**src/rtl/slant_lane_rx_if.sv**
```systemverilog
// rtl/slant_lane_rx_if.sv - pair output bus of one slant-link lane receiver
interface slant_lane_rx_if;
    logic        Out_valid;
    logic [4:0]  Out_Y;
    logic [4:0]  Out_C;
    logic [15:0] Out_addr;
    logic        Out_sof;
    logic        Out_field;

    modport master (output Out_valid, Out_Y, Out_C, Out_addr, Out_sof, Out_field);
    modport slave  (input  Out_valid, Out_Y, Out_C, Out_addr, Out_sof, Out_field);
endinterface

```
**src/rtl/slant_lane_rx.sv**
```systemverilog
// rtl/slant_lane_rx.sv - slant-link lane receiver: symbol recovery, sync detect, Y/C unpack
// Optional SLANT_RX_STATS_EN adds Frame_cnt/Err_cnt statistics outputs.
module slant_lane_rx #(
    parameter int          SYM_CLKS   = 25,
    parameter int          LINE_SYMS  = 80,
    parameter int          FRAME_SYMS = 76800,
    parameter logic [23:0] FRAME1     = 24'haab155,
    parameter logic [23:0] FRAME0     = 24'haa8d55,
    parameter logic [15:0] HSYNC      = 16'ha355
) (
    input  logic            Cclk,
    input  logic            rstn,
    input  logic [7:0]      RxData,
    slant_lane_rx_if.master out,
    output logic            Sync_err,
    output logic            Locked
`ifdef SLANT_RX_STATS_EN
    ,
    output logic [15:0]     Frame_cnt,
    output logic [15:0]     Err_cnt
`endif
);
    localparam int CW = $clog2(SYM_CLKS);
    localparam int LW = $clog2(LINE_SYMS + 1);
    localparam logic [CW-1:0] SYM_LAST  = CW'(SYM_CLKS - 1);
    localparam logic [CW-1:0] SYM_MID   = CW'(SYM_CLKS / 2);
    localparam logic [LW-1:0] LINE_LAST = LW'(LINE_SYMS - 1);
    localparam logic [15:0]   PAIR_LAST = 16'(FRAME_SYMS / 2 - 1);

    typedef enum logic [1:0] {HUNT, DATA, LSYNC} state_t;

    state_t        state, state_d;
    logic [7:0]    rx_q;
    logic [CW-1:0] sym_cnt;
    logic          sym_stb, is_mark, mark_bit, is_data;
    logic [4:0]    data_v;
    logic [23:0]   hunt_sh, sh_d, sh_shift;
    logic [4:0]    y_hold, y_d;
    logic [LW-1:0] line_cnt, line_d;
    logic [15:0]   pair_cnt, pair_d;
    logic [3:0]    hs_idx, hs_d;
    logic          valid_q, valid_d, sof_q, sof_d, field_q, field_d, err_q, err_d;
    logic [4:0]    oy_q, oy_d, oc_q, oc_d;
    logic [15:0]   addr_q, addr_d;

    // A byte change re-aligns the symbol phase; a held byte repeats once per SYM_CLKS.
    always_ff @(posedge Cclk or negedge rstn) begin
        if (!rstn) begin
            rx_q    <= 8'h00;
            sym_cnt <= '0;
        end else begin
            rx_q <= RxData;
            if (RxData != rx_q || sym_cnt == SYM_LAST)
                sym_cnt <= '0;
            else
                sym_cnt <= sym_cnt + 1'b1;
        end
    end

    assign sym_stb  = (sym_cnt == SYM_MID);
    assign is_mark  = (rx_q == 8'hff) || (rx_q == 8'h01);
    assign mark_bit = rx_q[1];
    assign is_data  = !rx_q[7] && (rx_q[1:0] == 2'b00);
    assign data_v   = rx_q[6:2];

    always_ff @(posedge Cclk or negedge rstn) begin
        if (!rstn) begin
            state    <= HUNT;
            hunt_sh  <= '0;
            y_hold   <= '0;
            line_cnt <= '0;
            pair_cnt <= '0;
            hs_idx   <= '0;
            valid_q  <= 1'b0;
            sof_q    <= 1'b0;
            field_q  <= 1'b0;
            err_q    <= 1'b0;
            oy_q     <= '0;
            oc_q     <= '0;
            addr_q   <= '0;
        end else begin
            state    <= state_d;
            hunt_sh  <= sh_d;
            y_hold   <= y_d;
            line_cnt <= line_d;
            pair_cnt <= pair_d;
            hs_idx   <= hs_d;
            valid_q  <= valid_d;
            sof_q    <= sof_d;
            field_q  <= field_d;
            err_q    <= err_d;
            oy_q     <= oy_d;
            oc_q     <= oc_d;
            addr_q   <= addr_d;
        end
    end

    always_comb begin
        state_d  = state;
        sh_d     = hunt_sh;
        y_d      = y_hold;
        line_d   = line_cnt;
        pair_d   = pair_cnt;
        hs_d     = hs_idx;
        field_d  = field_q;
        valid_d  = 1'b0;
        sof_d    = 1'b0;
        err_d    = 1'b0;
        oy_d     = oy_q;
        oc_d     = oc_q;
        addr_d   = addr_q;
        sh_shift = {hunt_sh[22:0], mark_bit};
        if (sym_stb) begin
            case (state)
                HUNT: begin
                    if (!is_mark) begin
                        sh_d = '0;
                    end else if (sh_shift == FRAME1 || sh_shift == FRAME0) begin
                        field_d  = (sh_shift == FRAME1);
                        state_d  = DATA;
                        sh_d     = '0;
                        line_d   = '0;
                        pair_d   = '0;
                    end else begin
                        sh_d = sh_shift;
                    end
                end
                DATA: begin
                    if (!is_data) begin
                        err_d   = 1'b1;
                        state_d = HUNT;
                    end else begin
                        line_d = line_cnt + 1'b1;
                        if (!line_cnt[0]) begin
                            y_d = data_v;
                        end else begin
                            valid_d = 1'b1;
                            oy_d    = y_hold;
                            oc_d    = data_v;
                            addr_d  = pair_cnt;
                            sof_d   = (pair_cnt == 16'd0);
                            pair_d  = pair_cnt + 16'd1;
                            // The last line of a frame has no trailing line marker.
                            if (pair_cnt == PAIR_LAST) begin
                                state_d = HUNT;
                            end else if (line_cnt == LINE_LAST) begin
                                state_d = LSYNC;
                                hs_d    = 4'd15;
                            end
                        end
                    end
                end
                LSYNC: begin
                    if (is_mark && mark_bit == HSYNC[hs_idx]) begin
                        hs_d = hs_idx - 4'd1;
                        if (hs_idx == 4'd0) begin
                            state_d = DATA;
                            line_d  = '0;
                        end
                    end else begin
                        err_d   = 1'b1;
                        state_d = HUNT;
                    end
                end
                default: state_d = HUNT;
            endcase
        end
    end

    assign out.Out_valid = valid_q;
    assign out.Out_Y     = oy_q;
    assign out.Out_C     = oc_q;
    assign out.Out_addr  = addr_q;
    assign out.Out_sof   = sof_q;
    assign out.Out_field = field_q;
    assign Sync_err      = err_q;
    assign Locked        = (state == DATA) || (state == LSYNC);

`ifdef SLANT_RX_STATS_EN
    logic frame_done;
    assign frame_done = sym_stb && state == DATA && is_data && line_cnt[0] && pair_cnt == PAIR_LAST;

    always_ff @(posedge Cclk or negedge rstn) begin
        if (!rstn) begin
            Frame_cnt <= 16'h0000;
            Err_cnt   <= 16'h0000;
        end else begin
            if (frame_done)
                Frame_cnt <= Frame_cnt + 16'd1;
            if (err_d && Err_cnt != 16'hffff)
                Err_cnt <= Err_cnt + 16'd1;
        end
    end
`endif
endmodule

```
**src/flat_wrapper.sv**
```systemverilog
// flat-port wrapper written by rule: the top's interface ports become plain ports
module slant_lane_rx_flat 
#(
    parameter int          SYM_CLKS   = 25,
    parameter int          LINE_SYMS  = 80,
    parameter int          FRAME_SYMS = 76800,
    parameter logic [23:0] FRAME1     = 24'haab155,
    parameter logic [23:0] FRAME0     = 24'haa8d55,
    parameter logic [15:0] HSYNC      = 16'ha355
)
  (Cclk, rstn, RxData, Sync_err, Locked, out_Out_valid, out_Out_Y, out_Out_C, out_Out_addr, out_Out_sof, out_Out_field);
  slant_lane_rx_if out_i ();
  input  logic Cclk;
  input  logic rstn;
  input  logic [7:0] RxData;
  output logic Sync_err;
  output logic Locked;
  output wire logic [$bits(out_i.Out_valid)-1:0] out_Out_valid;
  output wire logic [$bits(out_i.Out_Y)-1:0] out_Out_Y;
  output wire logic [$bits(out_i.Out_C)-1:0] out_Out_C;
  output wire logic [$bits(out_i.Out_addr)-1:0] out_Out_addr;
  output wire logic [$bits(out_i.Out_sof)-1:0] out_Out_sof;
  output wire logic [$bits(out_i.Out_field)-1:0] out_Out_field;
  assign out_Out_valid = out_i.Out_valid;
  assign out_Out_Y = out_i.Out_Y;
  assign out_Out_C = out_i.Out_C;
  assign out_Out_addr = out_i.Out_addr;
  assign out_Out_sof = out_i.Out_sof;
  assign out_Out_field = out_i.Out_field;
  slant_lane_rx #(.SYM_CLKS(SYM_CLKS), .LINE_SYMS(LINE_SYMS), .FRAME_SYMS(FRAME_SYMS), .FRAME1(FRAME1), .FRAME0(FRAME0), .HSYNC(HSYNC)) u_core (.Cclk(Cclk), .rstn(rstn), .RxData(RxData), .out(out_i), .Sync_err(Sync_err), .Locked(Locked));
endmodule
```
**config.mk**
```make
export PLATFORM = sky130hd
export DESIGN_NAME = slant_lane_rx_flat
export DESIGN_NICKNAME = d
export VERILOG_FILES = /design/src/rtl/slant_lane_rx_if.sv /design/src/rtl/slant_lane_rx.sv /design/src/flat_wrapper.sv
export SDC_FILE = /design/constraint.sdc
export NUM_CORES = 1
export LEC_CHECK = 0
export ABC_AREA = 1
export CAP_MARGIN = 30
export CORE_ASPECT_RATIO = 2
export CORE_MARGIN = 2
export CORE_UTILIZATION = 40
export DETAILED_ROUTE_END_ITERATION = 10
export PLACE_DENSITY = 0.57
export SLEW_MARGIN = 15
export SYNTH_ARGS = -nofsm -noshare
export SYNTH_HDL_FRONTEND = slang
export SYNTH_SLANG_ARGS = --single-unit
```
**constraint.sdc**
```tcl
create_clock -name Cclk -period 2.4 [get_ports Cclk]
set_input_delay 0.6 -clock Cclk [delete_from_list [all_inputs] [get_ports Cclk]]
set_output_delay 0.6 -clock Cclk [all_outputs]
set_load 0.02 [all_outputs]
```
==> impl_metrics.csv, run 1 <==
group,metric,value,unit
clock_tree,htreeDepth,3,
power_and_ir_drop,power,3.32,mW
floorplan,core_area,12200,µm²
flow_run,maxCapViolCount,0,
setup_path,critPathMaxFanout,8,
placement,port_buffers,40,
clock_tree,clock-root-buffer,"clkbuf_16",
clock_tree,cts_setup_buffers,0,
clock_tree,clock_latency,0.35,ns
route,postRouteWirelength,12300,µm
power_and_ir_drop,powerDensity,563,nW/µm²
power_and_ir_drop,p_sw_share,23.0,%
global_route,grt_pass1_vias,4229,
global_route,track_usage,19.1,%
power_and_ir_drop,clkPwrFrac,46.2,%
floorplan,die_h,162,µm
setup_path,worstSetupPathType,"reg2reg",
floorplan,rows,57,
yosys,yosysMostFrequentCell,"nand2_1",
route,drc,0,
power_and_ir_drop,p_seq_share,51.1,%
yosys,synth-main-ff-cell,"dfrtp_1",
global_route,grt_pass1_wl,20400,µm
yosys,synth_edf_count,0,
clock_tree,numCtsBuffers,9,
power_and_ir_drop,power.leakage,2.78,nW
floorplan,dieArea,13400,µm²
route,final_antenna_net_count,0,
yosys,netlist_area,4990,µm²
yosys,yosys_warnings,0,
power_and_ir_drop,ir_drop,0.380,mV
timing,min_period,2.13,ns
layout,fin_area,5910,µm²
route,drtPass1Iterations,4,
setup_path,startpoint_type,"register",
timing,post-route-period-util,88.9,%
yosys,synth.distinct_cells,32,
timing,setup_tns,0,ns
clock_tree,clk_path_buf_depth,2,
setup_path,worstPathArrival,2.39,ns
route,drt_iter0_drc,157,
yosys,postSynthAreaPerCell,7.95,µm²
worst_hold_path,hold_path.class,"in2async",
setup_path,setup.worst_path.end_class,"register",
timing,rsz0062_at_grt,"false",
route,vias_per_cell,5.08,
setup_path,reg2reg_slack,0.27,ns
yosys,synth_common_cells,"nand2_1 (180), dfrtp_1 (100), inv_1 (85)",
placement,dp_slack,0.244,ns
clock_tree,tritoncts,"yes",
setup_path,r2r-start,"u_core.rx_q[1]",
global_route,grt_start_max_net_pins,49,
setup_path,crit_chain,"inv_1 > nand3_1 > nand2_1 > nand2_1 > a211oi_1 > nand3_1 > o21ai_0",
timing,worstMarginPinSlew,0.758,ns
timing,slew_headroom,49.4,%
placement,dpl-instance-area,5580,µm²
layout,syn_to_final_growth,18.3,%
yosys,synthArstFlopShare,100,%
timing,skew,0.00957,ns
placement,dp_hpwl,9490,µm
setup_path,required,2.65,ns
timing,finalSetupViolCount,0,
clock_tree,clk_pin_slew,0.07,ns
global_route,overflow,0,
power_and_ir_drop,power_switching,764,µW
setup_path,reg2reg_depth,7,
yosys,ys_seq_elements,100,
setup_path,crit_slowest_cell,"dfrtp_1",
power_and_ir_drop,p_comb_share,2.7,%
yosys,synthesis.nets,648,
route,wl_per_cell,14.9,µm
timing,hold_viol,0,
clock_tree,clkSinkCount,100,
yosys,synthTopCellsByArea,"dfrtp_1 (50%), nand2_1 (14%), inv_1 (6.4%)",
outcome,outcome,"completed",
yosys,yosysSeqAreaShare,50.1,%
layout,nNetsFinal,696,
setup_path,cpLargestDelayFamily,"simple AND/OR/NAND/NOR gates",
setup_path,path_buf_inv,1,
power_and_ir_drop,internal_power,2.56,mW
route,vias,4204,
global_route,antenna_found_initial,0,
timing,fmax,0.468,GHz
layout,drive_gt1_share,6.31,%
yosys,yosys.area.top_type_share,50.1,%
layout,antenna_cells,0,
timing,fin_ws,0.265,ns
yosys,synth_largest_area_cell,"dfrtp_1",
yosys,syn_inst,628,
floorplan,initial_core_util,40.9,%
layout,utilization,48.4,%
timing,drv_slew,0,
floorplan,pin_count,41,
setup_path,r2r-end,"u_core.pair_cnt[4]",
placement,place.gp.congestion,0.888,
setup_path,slowest_delay,0.47,ns
floorplan,die_w,83.0,µm
[per-stage QoR]
step           hold WS [ns]  std cells
2_1_floorplan         0.304        628
3_3_place_gp          0.458        812
3_5_place_dp          0.462        812
4_1_cts               0.228        828
5_1_grt               0.251        828
6_report              0.221        828
[final cells by class]
class	instances	area, µm²
Timing Repair Buffer	49	480
Clock buffer	9	225
Fill cell	1198	6290
Sequential cell	100	2500
Clock inverter	7	90.1
Tap cell	147	184
Inverter	87	327
Multi-Input combinational cell	429	2100
[cell families (layout without fill, tap and decap cells)]
family	Yosys count	in the layout	synth area share, %
buffers and inverters	99	152	7.95
AND/OR/NAND/NOR	318	318	27.0
AO/OA/AOI/OAI	88	88	10.1
flip-flops	100	100	50.1
adder cells (fa/ha/maj)	10	10	2.51
XOR/XNOR	13	13	2.28
[cell usage in the layout (no fill, tap or decap)]
cell               n
a211oi_1           1
a21oi_1            7
buf_12             1
buf_4              9
bufinv_16          1
clkbuf_16          9
clkdlybuf4s50_1   38
clkinv_4           2
dfrtp_1          100
dlymetal6s2s_1     1
ha_1              10
inv_1             85
inv_2              2
inv_6              1
inv_8              3
nand2_1          180
nand2_2            1
nand3_1           34
nand3_2            1
nand3b_1           1
nand4_1           14
nor2_1            64
nor2_2             1
nor3_1            12
nor3_2             1
nor3_4             1
nor4_1             3
nor4_4             1
o211ai_1           1
o211ai_2           1
o21a_1             2
o21ai_0           35
o21ai_1           14
o21ai_2            4
o22ai_1           22
o31ai_1            1
or2_2              4
xnor2_1            1
xor2_1            12
[worst max path at each step]
stage                                    endpoint  depth (start not counted)             from  slack, ns
after floorplan           u_core.out.Out_addr[11]                          9  u_core.state[1]       0.56
after global placement         u_core.pair_cnt[4]                          7   u_core.rx_q[1]       0.25
after detailed placement       u_core.pair_cnt[4]                          7   u_core.rx_q[1]       0.24
after CTS                                  Locked                          3  u_core.state[0]       0.03
after global routing           u_core.pair_cnt[4]                          7   u_core.rx_q[1]       0.05
final                          u_core.pair_cnt[4]                          7   u_core.rx_q[1]       0.27
[sequential cells by signal, summed over array words and instances, names as in the netlist]
| register | count |
|---|---|
| u_core.out.Out_C | 5 |
| u_core.state | 2 |
| u_core.out.Out_sof | 1 |
| u_core.pair_cnt | 16 |
| u_core.line_cnt | 7 |
| u_core.out.Out_valid | 1 |
| u_core.hunt_sh | 23 |
| u_core.y_hold | 5 |
| u_core.Sync_err | 1 |
| u_core.sym_cnt | 5 |
| u_core.hs_idx | 4 |
| u_core.rx_q | 8 |
| u_core.out.Out_addr | 16 |
| u_core.out.Out_field | 1 |
| u_core.out.Out_Y | 5 |
[per-layer routing]
metal  global-route usage, %  vias up  part of all wire, %
li1                        -     2120                    -
met1                    19.0     1994                   37
met2                    38.0       71                   58
met3                    2.49       19                  2.1
met4                    8.72        0                  2.5
met5                       0        -                    0
[timing repair]
item / CTS / global route
hold buffers: 0 / 0
gates resized for setup: 0 / 2
setup endpoints to repair: 0 / 2
[power groups by stage]
stage	clock network [mW]	registers (mW)	logic, mW
6_report	1.54	1.70	0.0890
5_1_grt	1.63	1.70	0.105
4_1_cts	1.58	1.70	0.0930
3_5_place_dp	0	1.73	0.0924
3_3_place_gp	0	1.73	0.0913
2_1_floorplan	0	1.73	0.0270
Note: power is estimated with default switching activity, not from simulation.
==> run 2, diff against run 1 <==
Settings changed: PLACE_DENSITY 0.57 to unset.
==> impl_metrics.csv, run 2 (same netlist as run 1, synthesis figures left out) <==
group,metric,value,unit
setup_path,critPathMaxFanout,8,
route,drc,0,
power_and_ir_drop,p_sw_share,23.1,%
worst_hold_path,hold_path.class,"in2async",
global_route,grt_pass1_wl,20600,µm
timing,fmax,0.469,GHz
setup_path,worstSetupPathType,"reg2reg",
timing,worstMarginPinSlew,0.578,ns
route,wl_per_cell,14.9,µm
clock_tree,clock_latency,0.35,ns
setup_path,startpoint_type,"register",
layout,nNetsFinal,701,
setup_path,crit_chain,"inv_1 > nand3_1 > nand2_1 > nand2_1 > a211oi_1 > nand3_1 > o21ai_0",
placement,dp_hpwl,9530,µm
route,drt_iter0_drc,181,
route,postRouteWirelength,12400,µm
setup_path,r2r-end,"u_core.pair_cnt[15]",
timing,drv_slew,0,
global_route,gr-max-usage-layer,"met2",
layout,largest_reg_flops,23,
power_and_ir_drop,power_switching,768,µW
clock_tree,htreeDepth,3,
timing,min_period,2.13,ns
outcome,outcome,"completed",
timing,skew,0.0158,ns
route,final_antenna_net_count,0,
power_and_ir_drop,powerDensity,558,nW/µm²
floorplan,core_area,12200,µm²
floorplan,pin_count,41,
route,vias,4239,
timing,hold-worst-slack,0.236,ns
timing,setup_tns,0,ns
clock_tree,holdBufCountCts,0,
layout,regMostFlops,"u_core.hunt_sh",
floorplan,die_h,162,µm
layout,fin_area,5960,µm²
floorplan,die_w,83.0,µm
power_and_ir_drop,clkPwrFrac,46.1,%
timing,slew_headroom,61.4,%
clock_tree,numCtsBuffers,9,
power_and_ir_drop,power,3.32,mW
global_route,grt_start_max_net_pins,42,
timing,post-route-period-util,88.8,%
placement,port_buffers,40,
timing,finalSetupViolCount,0,
setup_path,crit_slowest_cell,"dfrtp_1",
clock_tree,clkSinkCount,100,
global_route,grtUsageMet1,18.9,%
layout,antenna_cells,0,
power_and_ir_drop,p_comb_share,2.8,%
global_route,overflow,0,
power_and_ir_drop,ir_drop,0.422,mV
layout,syn_to_final_growth,19.4,%
clock_tree,clock-root-buffer,"clkbuf_16",
global_route,track_usage,19.4,%
timing,rsz0062_at_grt,"false",
setup_path,reg2reg_slack,0.27,ns
setup_path,required,2.66,ns
clock_tree,tritoncts,"yes",
power_and_ir_drop,internal_power,2.56,mW
global_route,grt_util_met3,2.54,%
clock_tree,cts_setup_buffers,0,
global_route,antenna_found_initial,0,
floorplan,initial_core_util,40.9,%
setup_path,reg2reg_depth,7,
floorplan,dieArea,13400,µm²
clock_tree,clk_path_buf_depth,2,
clock_tree,clk_pin_slew,0.08,ns
power_and_ir_drop,power.leakage,2.80,nW
timing,hold_viol,0,
route,vias_per_cell,5.09,
global_route,grt_pass1_vias,4375,
global_route,use_met2,38.4,%
placement,dpl-instance-area,5630,µm²
route,drtPass1Iterations,4,
floorplan,rows,57,
setup_path,setup.worst_path.end_class,"register",
setup_path,r2r-start,"u_core.rx_q[1]",
layout,layout_common_cells,"nand2_1 (180), dfrtp_1 (100), inv_1 (85), nor2_1 (64), clkdlybuf4s50_1 (38)",
layout,drive_gt1_share,7.00,%
placement,place.gp.congestion,0.900,
power_and_ir_drop,p_seq_share,51.1,%
setup_path,worstPathArrival,2.39,ns
layout,final_common_cell,"nand2_1",
flow_run,maxCapViolCount,0,
setup_path,slowest_delay,0.47,ns
run 2: changes by cell type in the layout (fill, tap and decap cells not counted):
cell / delta
inv_8: -2
inv_6: +1
buf_12: +1
clkinv_4: -1
clkinvlp_4: +1
clkinv_8: +1
buf_4: +4
run 2: layer usage:
| layer | wire, µm | share of wire [%] | vias up |
|---|---|---|---|
| met5 | 0 | 0 | - |
| met4 | 465 | 3.7 | 0 |
| met3 | 285 | 2.3 | 33 |
| met2 | 7120 | 57 | 75 |
| met1 | 4540 | 37 | 2008 |
| li1 | - | - | 2123 |
run 2: power by group through the flow:
stage / sequential (mW) / clock, mW / combinational [mW]
global route: 1.70 / 1.62 / 0.108
global placement: 1.73 / 0 / 0.0939
CTS: 1.70 / 1.57 / 0.0968
detailed placement: 1.73 / 0 / 0.0961
finish: 1.70 / 1.53 / 0.0925
floorplan: 1.73 / 0 / 0.0270
run 2: layout make-up:
class | count | area (µm²)
Clock inverter | 7 | 91.3
Timing Repair Buffer | 54 | 531
Clock buffer | 9 | 225
Sequential cell | 100 | 2500
Multi-Input combinational cell | 429 | 2100
Fill cell | 1179 | 6240
Tap cell | 147 | 184
Inverter | 87 | 327
run 2: worst max-delay path, delay by kind of cell (launching register included):
| family | cells | cell delay [ns] |
|---|---|---|
| AND/OR/NAND/NOR | 4 | 0.87 |
| AO/OA/AOI/OAI | 2 | 0.52 |
| flip-flops | 1 | 0.47 |
| buffers and inverters | 1 | 0.18 |
run 2: how the worst max path moves through the flow:
stage	from	to	slack, ns	cells after the start
after global routing	u_core.rx_q[1]	u_core.pair_cnt[15]	0.05	7
after floorplan	u_core.state[1]	u_core.out.Out_addr[11]	0.56	9
after global placement	u_core.rx_q[1]	u_core.pair_cnt[4]	0.29	7
after detailed placement	u_core.rx_q[1]	u_core.pair_cnt[15]	0.25	7
after CTS	u_core.state[0]	Locked	0.03	3
final	u_core.rx_q[1]	u_core.pair_cnt[15]	0.27	7
run 2: through the flow:
| stage | utilization, % | cells | worst slack (ns) |
|---|---|---|---|
| after CTS | 48.8 | 833 | 0.0305 |
| final | 48.8 | 833 | 0.270 |
| after detailed placement | 46.2 | 817 | 0.250 |
| after floorplan | - | 628 | 0.562 |
| after global placement | 46.2 | 817 | 0.287 |
| after global routing | 48.8 | 833 | 0.0544 |
run 2: timing repair:
action,in CTS,in global routing
hold endpoints to repair,0,0
gates resized for setup,0,2
endpoints found under the setup margin,0,2
